## src/rtl/seg_display_bcd.sv

```systemverilog
// Sequential binary-to-BCD converter (shift-add-3) with atomic commit, overflow dash,
// optional leading-zero blanking and a tick-driven active-low digit scanner.
module seg_display_bcd #(
    parameter int DIGITS    = 4,
    parameter int BIN_W     = 20,
    parameter int REFRESH_W = 16
) (
    input  logic              clk,
    input  logic              rst,
    input  logic [BIN_W-1:0]  value,
    input  logic              freeze,
    input  logic              blank_en,
    output logic [6:0]        display,
    output logic [DIGITS-1:0] digit,
    output logic              busy,
    output logic              overflow
);

    localparam int BCD_W = 4 * DIGITS;
    localparam int CNT_W = $clog2(BIN_W + 1);
    localparam int IDX_W = (DIGITS > 1) ? $clog2(DIGITS) : 1;

    localparam logic [6:0] SEG_BLANK = 7'b1111111;
    localparam logic [6:0] SEG_DASH  = 7'b0111111;

    typedef enum logic [1:0] {IDLE, SHIFT, COMMIT} state_t;

    state_t               state;
    state_t               state_nxt;
    logic [BIN_W-1:0]     bin_sh;
    logic [BCD_W-1:0]     bcd_work;
    logic [BCD_W-1:0]     bcd_adj;
    logic [BCD_W-1:0]     bcd_q;
    logic                 ovf_work;
    logic [CNT_W-1:0]     bit_cnt;

    logic [REFRESH_W-1:0] refresh_cnt;
    logic                 tick_p0;
    logic [IDX_W-1:0]     scan_idx;
    logic [6:0]           seg_p0;
    logic [DIGITS-1:0]    digit_p0;

    function automatic logic [6:0] seg7(input logic [3:0] d);
        logic [6:0] s;
        case (d)
            4'd0:    s = 7'b1000000;
            4'd1:    s = 7'b1111001;
            4'd2:    s = 7'b0100100;
            4'd3:    s = 7'b0110000;
            4'd4:    s = 7'b0011001;
            4'd5:    s = 7'b0010010;
            4'd6:    s = 7'b0000010;
            4'd7:    s = 7'b1111000;
            4'd8:    s = 7'b0000000;
            4'd9:    s = 7'b0010000;
            default: s = SEG_BLANK;
        endcase
        return s;
    endfunction

    function automatic logic [BCD_W-1:0] add3(input logic [BCD_W-1:0] b);
        logic [BCD_W-1:0] r;
        for (int i = 0; i < DIGITS; i++) begin
            r[4*i +: 4] = (b[4*i +: 4] >= 4'd5) ? (b[4*i +: 4] + 4'd3) : b[4*i +: 4];
        end
        return r;
    endfunction

    always_ff @(posedge clk or negedge rst) begin
        if (!rst) begin
            state <= IDLE;
        end else begin
            state <= state_nxt;
        end
    end

    always_comb begin
        state_nxt = state;
        case (state)
            IDLE:    if (!freeze) state_nxt = SHIFT;
            SHIFT:   if (bit_cnt == CNT_W'(1)) state_nxt = COMMIT;
            COMMIT:  state_nxt = IDLE;
            default: state_nxt = IDLE;
        endcase
    end

    assign busy    = (state != IDLE);
    assign bcd_adj = add3(bcd_work);

    // Conversion datapath: any 1 pushed out of the top digit means the value needs more digits.
    always_ff @(posedge clk or negedge rst) begin
        if (!rst) begin
            bin_sh   <= '0;
            bcd_work <= '0;
            ovf_work <= 1'b0;
            bit_cnt  <= '0;
            bcd_q    <= '0;
            overflow <= 1'b0;
        end else begin
            case (state)
                IDLE: begin
                    if (!freeze) begin
                        bin_sh   <= value;
                        bcd_work <= '0;
                        ovf_work <= 1'b0;
                        bit_cnt  <= CNT_W'(BIN_W);
                    end
                end
                SHIFT: begin
                    bcd_work <= {bcd_adj[BCD_W-2:0], bin_sh[BIN_W-1]};
                    bin_sh   <= {bin_sh[BIN_W-2:0], 1'b0};
                    ovf_work <= ovf_work | bcd_adj[BCD_W-1];
                    bit_cnt  <= bit_cnt - CNT_W'(1);
                end
                COMMIT: begin
                    bcd_q    <= bcd_work;
                    overflow <= ovf_work;
                end
                default: ;
            endcase
        end
    end

    assign tick_p0  = &refresh_cnt;
    assign digit_p0 = ~(DIGITS'(1) << scan_idx);

    always_comb begin
        logic [3:0] cur_nib;
        logic       upper_zero;
        cur_nib    = '0;
        upper_zero = 1'b0;
        for (int k = 0; k < DIGITS; k++) begin
            if (scan_idx == IDX_W'(k)) begin
                cur_nib    = bcd_q[4*k +: 4];
                upper_zero = ((bcd_q >> (4*k)) == '0);
            end
        end
        if (overflow) begin
            seg_p0 = SEG_DASH;
        end else if (blank_en && (scan_idx != '0) && upper_zero) begin
            seg_p0 = SEG_BLANK;
        end else begin
            seg_p0 = seg7(cur_nib);
        end
    end

    // Scan stage: segments and anodes register together on the refresh tick.
    always_ff @(posedge clk or negedge rst) begin
        if (!rst) begin
            refresh_cnt <= '0;
            scan_idx    <= '0;
            display     <= SEG_BLANK;
            digit       <= '1;
        end else begin
            refresh_cnt <= refresh_cnt + REFRESH_W'(1);
            if (tick_p0) begin
                display <= seg_p0;
                digit   <= digit_p0;
                if (scan_idx == IDX_W'(DIGITS - 1)) begin
                    scan_idx <= '0;
                end else begin
                    scan_idx <= scan_idx + IDX_W'(1);
                end
            end
        end
    end

endmodule

```

## config.mk

```make
export PLATFORM = sky130hd
export DESIGN_NAME = seg_display_bcd
export DESIGN_NICKNAME = d
export VERILOG_FILES = /design/src/rtl/seg_display_bcd.sv
export SDC_FILE = /design/constraint.sdc
export NUM_CORES = 1
export LEC_CHECK = 0
export CAP_MARGIN = 5
export CORE_AREA = 3 3 72 125
export DETAILED_ROUTE_END_ITERATION = 10
export DIE_AREA = 0 0 75 128
export PLACE_DENSITY = 0.75
export SYNTH_ARGS = -nofsm -noshare
export SYNTH_HDL_FRONTEND = slang
export SYNTH_SLANG_ARGS = --single-unit
```

## constraint.sdc

```tcl
create_clock -name clk -period 4 [get_ports clk]
set_clock_uncertainty 0.1 [all_clocks]
set_input_delay 0.6 -clock clk [delete_from_list [all_inputs] [get_ports clk]]
set_output_delay 0.6 -clock clk [all_outputs]
set_load 0.05 [all_outputs]
```

==> results, run 1 <==
- The flow ran to the end, and the final reports show no timing, DRC or antenna violations.
- The via count of the first global-routing pass is 3448.
- Global routing finished with a remaining overflow of 0.
- Setup repair after global routing left no endpoint under its margin.
- In this run the horizontal extent of the chip is 75 um.
- The final antenna-violating net count is 0.
- The shortest clock period the worst path allows after layout is 2.52 ns.
- The number of DRC markers after the initial detailed-route iteration is 139.
- The total negative setup slack is 0 ns.
- By area the synthesized netlist is led by sky130_fd_sc_hd__dfrtp_1 (45%), sky130_fd_sc_hd__dfstp_2 (6.6%), sky130_fd_sc_hd__nand2_1 (6.0%), sky130_fd_sc_hd__ha_1 (5.7%), sky130_fd_sc_hd__o21ai_0 (4.0%).
- The cell family contributing the most delay on the critical path is adder cells.
- The number of setup violations in the final report is 0.
- After synthesis the netlist holds a flip-flop and latch count of 90.
- The required time at the endpoint of the critical path is 4.16 ns.
- The number of hold violations in the final report is 0.
- The wire length of the first global-routing pass is 14.8 mm.
- The clock root buffer is sky130_fd_sc_hd__clkbuf_16.
- The share of final-layout standard cells stronger than drive strength 1 is 9.47%.
- The post-synthesis sequential area ratio is 51.4%.
- Once the clock tree was built, the setup fixing pass inserted 0 buffers.
- The routed layout has 3274 vias.
- Post-CTS repair changed the size of 0 cells.
- The global router's overall resource usage is 19.9%.
- The number of detailed-route iterations in the first pass is 4.
- For flop-to-flop paths, the worst setup slack is 1.48 ns.
- For this design the ratio of total power to cell area is 617 nW/um2.
- The clock sink count is 90.
- The number of placement rows is 43.
- The number of buffer and inverter instances along the worst setup path is 1.
- The number of warnings printed during yosys synthesis is 0.
- The floorplan die area is 9600 um2.
- In this run the tool buffered the top-level ports with 36 buffer cells.
- At the pin with the least slew margin, the transition time is 0.887 ns.
- The predominant post-synthesis flop cell is sky130_fd_sc_hd__dfrtp_1.
- The critical path's slowest cell is sky130_fd_sc_hd__dfrtp_1.
- Hold repair after CTS inserted 0 buffers.
- The data arrival at the endpoint of the critical path is 2.68 ns.
- The wire length per cell after detailed routing is 14.9 um.
- The final setup slack of the worst path is 1.48 ns.
- Relative to the synthesized area, the layout overhead comes to 15.1%.
- The worst reg2reg path endpoint is display[3].
- The number of enable-type register cells in the synthesized netlist is 0.
- Ranked by instance count, the synthesized netlist is headed by sky130_fd_sc_hd__dfrtp_1 (79), sky130_fd_sc_hd__nand2_1 (71), sky130_fd_sc_hd__o21ai_0 (35), sky130_fd_sc_hd__inv_1 (22), sky130_fd_sc_hd__nand3_1 (21).
- The maximum number of buffers from clock root to sink is 2.
- In this design, the stage delay of the slowest critical-path cell is 0.39 ns.
- The vias per cell is 5.79.
- Walking the worst path, the cells encountered are ha_1 > nand2b_1 > a2bb2oi_1 > and2_1 > inv_1 > ha_1 > nor3_1 > o21ai_0 > a31oi_1.
- The netlist area before placement is 4410 um2.
- The synthesized design spends more area on one cell type than any other, namely sky130_fd_sc_hd__dfrtp_1.
- The distinct cell type count after synthesis is 51.
- The number of cells on the worst reg-to-reg path is 9.
- Summed over all layers, the routed wires come to 8.43 mm.
- After technology mapping, the gate count stands at 439.
- The TritonCTS clock tree is done.
- In the synthesized netlist the async set-or-reset flop fraction comes to 100%.
- The class of the tightest hold or removal check is input port to asynchronous set/reset pin.
- STA classifies the critical path startpoint as a flop.
- The area fraction of the dominant cell type after synthesis is 44.8%.
- The placed wire-length estimate after detailed placement is 6.20 mm.
- In this run the worst path has a maximum fanout of 10.
- OpenSTA, run right after detailed placement, puts the worst setup slack at 1.54 ns.
- Across the run, the number of max-cap violations was 0.
- TritonCTS created 9 clock buffers.
- The total count of max-transition violations in the final report is 0.
- The placeable core region is 8020 um2.
- The dominant cell by count in the synthesized netlist is sky130_fd_sc_hd__dfrtp_1.
- In the routed design, unresolved DRC markers number 0.
- The worst pin sits at a relative slew slack of 40.9%.
- The category of the most critical setup path is flop to flop.
- The leakage dissipation is 2.27 nW.
- The initial antenna violation count was 0.
- The count of H-tree levels built during CTS is 3.
- The most numerous cell type found on the critical path is sky130_fd_sc_hd__ha_1.
- For this design the top-level I/O count stands at 37.
- The maximum number of pins on one net before global-route repair is 66.
- The final layout contains 514 nets.
- The clock network latency to the later pin of the worst-skew pair is 0.34 ns.
- Synthesis produced a netlist with a net count of 483.
- The type of element capturing the critical path is a flop.
- Across the VDD grid, the largest voltage drop is 0.388 mV.
- Dividing the final minimum period by the clock period gives 62.9%.
- Routability-driven placement finished with a final weighted congestion of 0.834.
- A synthesized cell averages 10.0 um2.
- The clock transition at the registers of the reported paths is 0.06 ns.
- The reg-to-reg startpoint is scan_idx[0].
- The effective utilization at floorplan is 55.0%.
- The number of antenna diodes in the final layout is 0.
- The maximum achievable frequency is 0.397 GHz.
- The die is 128 um tall.
-- report_power, final --
group          total, mW  internal [mW]  switching [mW]  leakage (nW)
clock network      0.757          0.438           0.319         0.128
logic               1.02          0.426           0.590          1.01
registers           1.36           1.16           0.199          1.14
-- layout by cell type (no fill, tap or decap), types with 5 or more instances in the layout --
cell                              Yosys  final
sky130_fd_sc_hd__xnor2_1             14     14
sky130_fd_sc_hd__o31ai_1              8      8
sky130_fd_sc_hd__dfstp_2             11     11
sky130_fd_sc_hd__nand2b_1             8      8
sky130_fd_sc_hd__buf_4                0      6
sky130_fd_sc_hd__clkbuf_16            0      9
sky130_fd_sc_hd__clkbuf_1            14      5
sky130_fd_sc_hd__a31oi_1              5      5
sky130_fd_sc_hd__nor2_1              17     17
sky130_fd_sc_hd__inv_1               22     22
sky130_fd_sc_hd__nand3_1             21     21
sky130_fd_sc_hd__nand2_1             71     71
sky130_fd_sc_hd__clkdlybuf4s50_1      0     35
sky130_fd_sc_hd__a21oi_1             17     17
sky130_fd_sc_hd__dfrtp_1             79     79
sky130_fd_sc_hd__mux2_2               8      8
sky130_fd_sc_hd__o21ai_0             35     35
sky130_fd_sc_hd__xor2_1               8      8
sky130_fd_sc_hd__a22oi_1             20     20
sky130_fd_sc_hd__ha_1                20     20
-- kinds of logic (layout without fill, tap and decap cells) --
family                   count (synthesis)  count (layout)  share of synthesized area [%]
flip-flops                              90              90                           51.4
adder cells (fa/ha/maj)                 20              20                           5.68
AND/OR/NAND/NOR                        148             148                           16.3
AO/OA/AOI/OAI                          108             108                           15.9
buffers and inverters                   43              79                           4.34
multiplexers                             8               8                           2.04
XOR/XNOR                                22              22                           4.37
-- worst max path at each step --
| stage | startpoint | end | slack (ns) | cells after the start |
|---|---|---|---|---|
| global route | scan_idx[0] | display[3] | 1.26 | 9 |
| finish | scan_idx[0] | display[3] | 1.48 | 9 |
| detailed placement | scan_idx[0] | display[3] | 1.54 | 9 |
| CTS | scan_idx[0] | display[3] | 1.51 | 9 |
| global placement | scan_idx[1] | display[5] | 1.60 | 10 |
| floorplan | scan_idx[0] | display[6] | 1.74 | 10 |
-- flip-flops by register name, summed over array words and instances (netlist names) --
signal and cells:
bcd_q 16, bcd_work 16, bin_sh 20, bit_cnt 5, digit 4, display 7
overflow 1, ovf_work 1, refresh_cnt 16, scan_idx 2, state 2
-- layer usage --
layer | GRT usage (%) | part of all wire [%]
met3 | 4.24 | 2.6
met1 | 21.0 | 39
met4 | 9.33 | 3.5
met5 | 0 | 0
met2 | 36.1 | 55
-- worst reg2reg max path, delay by kind of cell, from the launching register on --
family	cells	cell delay [ns]
simple gates	3	0.65
compound gates	3	0.51
flops	1	0.39
fa+ha+maj	2	0.68
buf+inv	1	0.09
-- layout make-up --
class | count | area [um2]
clock buffers | 15 | 258
clock inverters | 1 | 5.00
fillers | 676 | 2940
inverters | 22 | 82.6
multi-input cells | 306 | 1950
flip-flops and latches | 90 | 2270
well taps | 90 | 113
repair buffers | 41 | 395
-- per-stage QoR --
stage	util (%)	area (um2)	std cells	power, mW	hold WS (ns)
after floorplan	-	4410	439	2.09	0.204
after global placement	60.0	4810	549	2.34	0.356
after detailed placement	60.0	4810	549	2.39	0.364
after CTS	63.3	5070	565	3.16	0.281
after global routing	63.3	5070	565	3.37	0.318
final	63.3	5070	565	3.13	0.251
(Power assumes the default switching activity.)
==> run 2: changes to the inputs <==
==> constraint.sdc (replaced) <==
create_clock -name clk -period 2.62 [get_ports clk]
set_clock_uncertainty 0.1 [all_clocks]
set_input_delay 0.393 -clock clk [delete_from_list [all_inputs] [get_ports clk]]
set_output_delay 0.393 -clock clk [all_outputs]
set_load 0.05 [all_outputs]
==> results, run 2 (synthesis results as in run 1) <==
- The TritonCTS clock tree is done.
- The post-route netlist has 12.2% of its cells at a drive strength greater than 1.
- The maximum achievable frequency is 0.416 GHz.
- Global routing used 20.3% of the available tracks across all layers.
- The data arrival at the endpoint of the critical path is 2.57 ns.
- The number of cells traversed by the worst register-to-register path is 10.
- Along the worst path, the maximum fanout reaches 6.
- The total negative setup slack is 0 ns.
- The clock reaches the later pin of the worst-skew pair after 0.34 ns.
- Entering global routing, the biggest net connects 72 pins.
- In this run the core area contains 43 standard-cell rows.
- Setup violations remaining at the end of the flow were counted as 0.
- At the end of the flow, the number of nets in the layout was 521.
- Measured against its own limit, the worst slew margin works out to 52.3%.
- After layout, the minimum clock period comes to 2.40 ns.
- The path class of the tightest hold or removal check is input port to asynchronous set/reset pin.
- The maximum resistive drop on vdd is 0.709 mV.
- More flip-flops sit in one register than any other, and that register is bin_sh.
- The vias per cell is 5.81.
- The wire length of the first global-routing pass is 15.3 mm.
- The area growth from synthesis to layout is 18.2%.
- The number of ports placed on the die boundary is 37.
- The count of buffers added on input and output ports is 36.
- The period utilization is 91.7%.
- In the final routed layout, each cell accounts on average for 15.3 um.
- The weighted congestion reported at the end of routability-driven placement is 0.813.
- The clock passes through at most 2 buffers.
- For the pin with the worst max-slew slack, the measured transition is 0.715 ns.
- The routed layout has 3321 vias.
- The final design area excluding fillers is 5210 um2.
- The worst setup path is captured at a flop.
- The floorplan die area is 9600 um2.
- The H-tree generated during clock tree synthesis spans 3 levels.
- The floorplan step set the die height to 128 um.
- Once detail routing completed, the nets flagged for antenna violations numbered 0.
- Hold timing on the final database bottoms out at a slack of 0.371 ns.
- The CTS buffer count is 9.
- The region available for standard cell placement spans 8020 um2.
- The total routed wirelength is 8.74 mm.
- The initial antenna violation count is 0.
- The effective utilization at floorplan is 55.0%.
- In the layout the commonest cells are sky130_fd_sc_hd__dfrtp_1 (79), sky130_fd_sc_hd__nand2_1 (71), sky130_fd_sc_hd__o21ai_0 (35), sky130_fd_sc_hd__clkdlybuf4s50_1 (35), sky130_fd_sc_hd__inv_1 (22).
- The number of hold violations in the final report is 0.
- At the worst endpoint, the required time is 2.79 ns.
- For this run, the share of the core covered by cells in the final layout is 65.0%.
- The number of DRC markers after the initial detailed-route iteration is 167.
- The via count of the first global-routing pass came to 3453.
- The number of design rule violations left after detail routing is 0.
- The placed wire-length estimate after detailed placement is 6.13 mm.
- Fill cells in the final layout number 644.
- The number of diodes added for antenna fixing is 0.
- The leading cell type in the layout, fill and taps excluded is sky130_fd_sc_hd__dfrtp_1.
- The cell area power density is 963 nW/um2.
- The die is 75 um wide.
- The critical path in this run is classified as flop to flop.
- For this run, the detailed router's first-pass iteration total came to 4.
- Counting tap cells, the placed design contains a total of 554 instances.
- After clock tree synthesis, the clock-pin slew on the worst setup and hold paths is 0.06 ns.
- The total count of max-transition violations in the final report is 0.
- The worst setup path is launched from a flop.
- The leakage dissipation is 2.33 nW.
- The register cell area after layout is 2270 um2.
- The register with the most flip-flops in the layout has 20 of them.
- The cell area after placement is 4860 um2.
- The number of standard cells in the final layout excluding fillers is 572.
- In the final layout, the multi-input gates occupy 1970 um2.
- The tree is rooted in a sky130_fd_sc_hd__clkbuf_16.
- Across the run, the number of max-cap violations was 0.
- The total overflow reported by the global router is 0.
- The run finished with clean final reports.
- The tree built by TritonCTS fans out to 90 sinks.
==> run 2: cell count changes in the layout (fill, tap and decap cells not counted), moves of 2 or more <==
cell / change
sky130_fd_sc_hd__ha_2: +2
sky130_fd_sc_hd__clkbuf_1: -4
sky130_fd_sc_hd__bufinv_16: +2
sky130_fd_sc_hd__ha_1: -2
sky130_fd_sc_hd__buf_4: +5
==> run 2: worst max-delay path, cell delays in order, from the launching register on <==
cell and delay [ns]:
sky130_fd_sc_hd__dfrtp_1 0.39, sky130_fd_sc_hd__inv_1 0.09, sky130_fd_sc_hd__ha_1 0.29, sky130_fd_sc_hd__a21oi_1 0.13, sky130_fd_sc_hd__o21ai_0 0.10, sky130_fd_sc_hd__a22oi_1 0.24, sky130_fd_sc_hd__inv_1 0.13, sky130_fd_sc_hd__ha_1 0.19
sky130_fd_sc_hd__or3_1 0.39, sky130_fd_sc_hd__a31oi_1 0.18, sky130_fd_sc_hd__a21oi_1 0.09
==> run 2: where the power goes <==
group	total [mW]	switching, mW	internal, mW
registers	2.07	0.309	1.76
logic	1.57	0.907	0.664
clock network	1.38	0.519	0.858
total	5.02	1.74	3.29
==> run 2: what timing repair did <==
action	4_1_cts	5_1_grt
gates resized for setup	0	4
setup buffers	0	1
endpoints found under the setup margin	0	1
hold buffers	1	0
endpoints found under the hold margin	19	0
==> run 2: cell type report <==
cell class,instances,share of cell area [%]
Timing Repair Buffer,48,8.88
Clock inverter,5,1.49
Clock buffer,11,4.66
Multi-Input combinational cell,306,37.8
Tap cell,90,2.16
Sequential cell,90,43.5
Inverter,22,1.58
==> run 2: worst paths after layout <==
kind | slack [ns] | start | endpoint
min | 0.37 | rst | refresh_cnt[7]
max | 0.22 | scan_idx[0] | display[5]
min in group clk | 0.37 | refresh_cnt[14] | refresh_cnt[14]
min reg2reg | 0.37 | refresh_cnt[14] | refresh_cnt[14]
max reg2reg | 0.22 | scan_idx[0] | display[5]
max in group asynchronous | 1.38 | rst | display[3]
==> run 2: through the flow <==
step | total power, mW | setup slack [ns]
detailed placement | 3.66 | 0.182
global placement | 3.58 | 0.286
CTS | 5.07 | 0.135
finish | 5.02 | 0.218
global route | 5.38 | -0.0160
floorplan | 3.20 | 0.359
==> run 2: layer usage <==
metal	vias to the layer above	track usage [%]	share of wire (%)
met5	-	0	0
met4	0	9.96	4.3
met2	79	34.9	53
met3	30	4.00	3.4
met1	1601	23.4	39
li1	1611	-	-
